**src/rtl/dmem_responder.sv**
```systemverilog
// dmem_responder
// Word-addressed data-memory responder for the memory stage. It accepts one
// load/store at a time over a req/ready handshake, waits WAIT_CYCLES cycles,
// performs the access, then presents a single-cycle response (rvalid).
//
// Parameters:
//   DEPTH        number of 32-bit words (power of two, >= 4)
//   WAIT_CYCLES  wait states before the access (0..15)
// Ports:
//   clk, reset   clock; asynchronous active-high reset
//   req          request valid, held stable by the initiator until accepted
//   we           1 = store, 0 = load
//   addr         byte address
//   wd, be       store data and byte-lane enables (be[0] -> wd[7:0])
//   ready        high only in IDLE (decoded from state only)
//   rvalid       high only in RESP, one cycle per transaction
//   rd, err      load data / access error, meaningful while rvalid=1
// Build option:
//   DMEM_BYTEWRITE_EN  when defined, stores write only lanes with be[i]=1;
//                      otherwise be is ignored and stores write all 32 bits.
module dmem_responder #(
    parameter int DEPTH       = 64,
    parameter int WAIT_CYCLES = 2
) (
    input  logic        clk,
    input  logic        reset,
    input  logic        req,
    input  logic        we,
    input  logic [31:0] addr,
    input  logic [31:0] wd,
    input  logic [3:0]  be,
    output logic        ready,
    output logic        rvalid,
    output logic [31:0] rd,
    output logic        err
);
    localparam int AW = $clog2(DEPTH);

    typedef enum logic [1:0] {IDLE, BUSY, RESP} state_t;

    state_t      state;
    logic [3:0]  cnt;
    logic        we_q;
    logic [31:0] addr_q;
    logic [31:0] wd_q;
    logic [3:0]  be_q;

    // Not reset: contents survive reset, unwritten words read as X.
    logic [31:0] mem [0:DEPTH-1];

    logic [AW-1:0] idx;
    logic          bad;
    logic          access;

    assign idx    = addr_q[AW+1:2];
    // Misaligned, or any address bit above the array span is set.
    assign bad    = (addr_q[1:0] != 2'b00) || (addr_q[31:AW+2] != '0);
    assign access = (state == BUSY) && (cnt == 4'd0);

    assign ready  = (state == IDLE);
    assign rvalid = (state == RESP);

    always_ff @(posedge clk or posedge reset) begin
        if (reset) begin
            state  <= IDLE;
            cnt    <= 4'd0;
            we_q   <= 1'b0;
            addr_q <= '0;
            wd_q   <= '0;
            be_q   <= '0;
            rd     <= '0;
            err    <= 1'b0;
        end else begin
            case (state)
                IDLE: begin
                    if (req) begin
                        we_q   <= we;
                        addr_q <= addr;
                        wd_q   <= wd;
                        be_q   <= be;
                        cnt    <= 4'(WAIT_CYCLES);
                        state  <= BUSY;
                    end
                end
                BUSY: begin
                    if (cnt != 4'd0) begin
                        cnt <= cnt - 4'd1;
                    end else begin
                        err   <= bad;
                        // Stores and faulting accesses return zero data.
                        rd    <= (bad || we_q) ? '0 : mem[idx];
                        state <= RESP;
                    end
                end
                RESP: begin
                    rd    <= '0;
                    err   <= 1'b0;
                    state <= IDLE;
                end
                default: state <= IDLE;
            endcase
        end
    end

    // The write is qualified by state, so a reset before the access edge
    // (state forced to IDLE) can never commit the store.
    always_ff @(posedge clk) begin
        if (access && we_q && !bad) begin
`ifdef DMEM_BYTEWRITE_EN
            for (int i = 0; i < 4; i++) begin
                if (be_q[i]) mem[idx][8*i +: 8] <= wd_q[8*i +: 8];
            end
`else
            mem[idx] <= wd_q;
`endif
        end
    end

`ifndef DMEM_BYTEWRITE_EN
    // Lane enables are captured but have no effect in the full-word build.
    logic unused_be;
    assign unused_be = ^be_q;
`endif

endmodule

```
**config.mk**
```make
export PLATFORM = sky130hd
export DESIGN_NAME = dmem_responder
export DESIGN_NICKNAME = d
export VERILOG_FILES = /design/src/rtl/dmem_responder.sv
export SDC_FILE = /design/constraint.sdc
export NUM_CORES = 2
export LEC_CHECK = 0
export ABC_AREA = 1
export BUFFER_PORTS_ARGS = -buffer_cell sky130_fd_sc_hd__buf_2
export CAP_MARGIN = 20
export CORE_ASPECT_RATIO = 1.5
export CORE_MARGIN = 2
export CORE_UTILIZATION = 45
export DETAILED_ROUTE_END_ITERATION = 6
export PLACE_DENSITY_LB_ADDON = 0.12
export REMOVE_ABC_BUFFERS = 1
export SLEW_MARGIN = 20
export SYNTH_ARGS = -nofsm -noshare
export SYNTH_HDL_FRONTEND = slang
export SYNTH_SLANG_ARGS = --single-unit
```
**constraint.sdc**
```tcl
create_clock -name clk -period 9.19 [get_ports clk]
set_clock_uncertainty 0.1 [all_clocks]
set_input_delay 0.4595 -clock clk [delete_from_list [all_inputs] [get_ports clk]]
set_output_delay 0.4595 -clock clk [all_outputs]
set_load 0.01 [all_outputs]
```
==> run_results.csv <==
group,metric,value,unit
clocking,cts_tree,"yes",
layout,fin_util,50.8,%
routing,vias,58700,
worst_setup_path,critPathMaxStageDelay,780,ps
outcome,status,"finished, violations left",
hold_path,hp-class,"input pin to async pin",
floorplanning,initial_core_util,45.3,%
clocking,clkLatencyLatePin,840,ps
routing,wl_per_cell,24.1,um
clocking,clock_sinks,2152,
grt,grt_overflow,0,
sta,tns,0,ps
sta,max_freq,195,MHz
sta,whs,149,ps
worst_setup_path,arrival,5560,ps
clocking,clk_path_buf_depth,4,
floorplanning,ioPinCount,107,
routing,wirelength,268000,um
place,dp_hpwl,142000,um
worst_setup_path,startpoint_type,"flop",
worst_setup_path,critical_path.top_delay_family,"buffers and inverters",
sta,rsz0062_at_grt,"no",
grt,grt_util_all_layers,26.4,%
sta,drv_slew,0,
pwr,powerDensity,305,nW/um2
place,gp_congestion,0.826,
outcome,violations,"design-rule violations",
yosys,ys_ff_latch,2152,
pwr,p_switching,11.7,mW
floorplanning,row_count,199,
grt,grt_pass1_vias,55300,
layout,drive_gt1_share,7.80,%
worst_setup_path,required,9620,ps
yosys,synth_area,88800,um2
grt,grt_max_degree,190,
floorplanning,die_h,548,um
clocking,clk_pin_slew_worst_paths,70,ps
sta,hold_viol,0,
routing,drtPass1Iterations,7,
yosys,syn_area_per_cell,10.8,um2
layout,nNetsFinal,8421,
pwr,combPwrFrac,32.0,%
sta,setup_violations,0,
clocking,htree_levels,4,
routing,via_per_inst,5.27,
sta,slew_headroom,16.8,%
layout,fillers,17200,
worst_setup_path,worst-r2r-setup-slack,4060,ps
worst_setup_path,crit_buf_inv,5,
worst_setup_path,cp_cell_sequence,"buf_12 -> inv_8 -> nor2_4 -> buf_4 -> nand3_1 -> buf_4 -> nor2_4 -> buf_4",
pwr,swShare,38.4,%
clocking,root_buffer,"clkbuf_16",
layout,layout.cells.non_filler,11100,
grt,grt_pass1_wl,385000,um
pwr,leakage,40.0,nW
yosys,yosysUniqueCellTypes,31,
worst_setup_path,worst_path_max_delay_cell,"nand3_1",
layout,areaGrowthSynthToFinish,12.1,%
pwr,intPower,18.7,mW
yosys,yosysSeqAreaShare,72.2,%
pwr,clkPwrFrac,26.8,%
sta,finalCriticalPeriod,5130,ps
clocking,cts_buffers,206,
floorplanning,core,196000,um2
routing,drc,1,
grt,antenna_found_initial,15,
pwr,vdd_drop_max,0.335,mV
place,dpl.cell_count,10700,
floorplanning,die_w,367,um
yosys,yosys_warnings,0,
routing,ant_nets,0,
routing,drt_iter0_markers,5939,
sta,fin_crit_sh,55.8,%
worst_setup_path,crit_type,"flop to flop",
clocking,postCtsSetupBuffers,0,
worst_setup_path,endpoint_kind,"flop",
worst_setup_path,critPathMaxFanout,100,
worst_setup_path,worst_path_most_repeated_cell,"buf_4",
pwr,seqPwrFrac,41.2,%
job,max-cap-violations,0,
sta,worstMarginPinSlew,1250,ps
floorplanning,die-area,201000,um2
place,port_buffers,102,
yosys,synthCells,8221,
logic make-up after synthesis:
family                     share of synthesized area (%)
AOI/OAI and AO/OA                                   1.85
adders and majority gates                         0.0141
buffers and inverters                               5.31
DFF                                                 72.2
and+or+nand+nor                                     20.6
sequential cells by signal, indices dropped and copies added (netlist names):
name    flops
addr_q     32
cnt         4
err         1
mem      2048
rd         32
state       2
wd_q       32
we_q        1
area by class of cell:
class / instances / area, um2 / area share [%]
repair buffers: 329 / 2520 / 2.54
diodes: 6 / 15.0 / 0.0151
flip-flops and latches: 2152 / 64200 / 64.4
well taps: 2613 / 3270 / 3.28
inverters: 734 / 2790 / 2.80
clock inverters: 88 / 644 / 0.647
clock buffers: 283 / 5650 / 5.67
multi-input cells: 4925 / 20500 / 20.6
power groups by stage:
| stage | Combinational [mW] | Sequential [mW] | Clock, mW |
|---|---|---|---|
| 2_1_floorplan | 4.64 | 13.5 | 0 |
| 3_5_place_dp | 9.69 | 12.7 | 0 |
| 4_1_cts | 9.74 | 12.5 | 8.27 |
| 5_1_grt | 10.5 | 12.5 | 8.63 |
| 6_report | 9.74 | 12.5 | 8.16 |
| 3_3_place_gp | 9.58 | 12.7 | 0 |
timing repair:
item	4_1_cts	5_1_grt
endpoints found under the setup margin	0	0
resized for setup	0	0
hold buffers	66	0
endpoints found under the hold margin	103	0
synthesized netlist by cell type (all sizes together):
| cell type | count | area [um2] |
|---|---|---|
| nand4 | 99 | 619 |
| nor2 | 444 | 1680 |
| or2 | 8 | 50.1 |
| o211ai | 4 | 30.0 |
| a31oi | 30 | 188 |
| buf | 293 | 1520 |
| dfrtp | 104 | 2600 |
| edfxtp | 2048 | 61500 |
| nor3 | 11 | 86.3 |
| nand3 | 565 | 2830 |
| a22o | 1 | 8.76 |
| a21oi | 34 | 170 |
| ha | 1 | 12.5 |
| o21ai | 249 | 1250 |
| nand2 | 3479 | 13100 |
| clkbuf | 117 | 439 |
| clkinv | 5 | 18.8 |
| inv | 729 | 2740 |
worst min-delay path, stage by stage:
cell and delay (ps):
dlygate4sd3_1 530, buf_2 140, inv_6 440
through the flow:
stage                     area, um2  power (mW)  setup WS, ps
after CTS                     99600        30.5          4090
final                         99600        30.4          4060
after detailed placement      92600        22.4          4090
after floorplan               86800        18.1        -35570
after global routing          99600        31.7          3960
after global placement        92600        22.3          4120
placed cells by master (no fill, tap or decap), types with 10 or more instances in the layout:
master            n
nand2_1        3477
edfxtp_1       2048
inv_1           720
nand3_1         563
nor2_1          376
o21ai_0         243
clkbuf_16       209
buf_4           150
buf_2           102
nand4_1          99
dfrtp_1          69
nor2_4           68
dlygate4sd3_1    66
clkbuf_1         60
clkinv_1         40
clkinv_2         36
a21oi_1          34
dfrtp_2          32
a31oi_1          30
clkbuf_8         14
buf_12           10
layer usage:
metal  GRT usage [%]  up-vias  share of wire [%]
met1            35.1    28900                 40
met3            2.85      441                6.5
met2            44.0     2060                 48
met5               0        -             0.0048
met4            11.6        2                4.8
li1                -    27200                  -
path summary, 6_finish.rpt:
path / start / to / cells past startpoint
max: addr_q[3] / mem[26][10] / 8
min: reset / rd[20] / 3
max reg2reg: addr_q[3] / mem[26][10] / 8
min reg2reg: addr_q[12] / addr_q[12] / 2
max in group asynchronous: reset / addr_q[2] / 4
min in group clk: req / addr_q[1] / 5
Power figures use the tool's default switching activity.
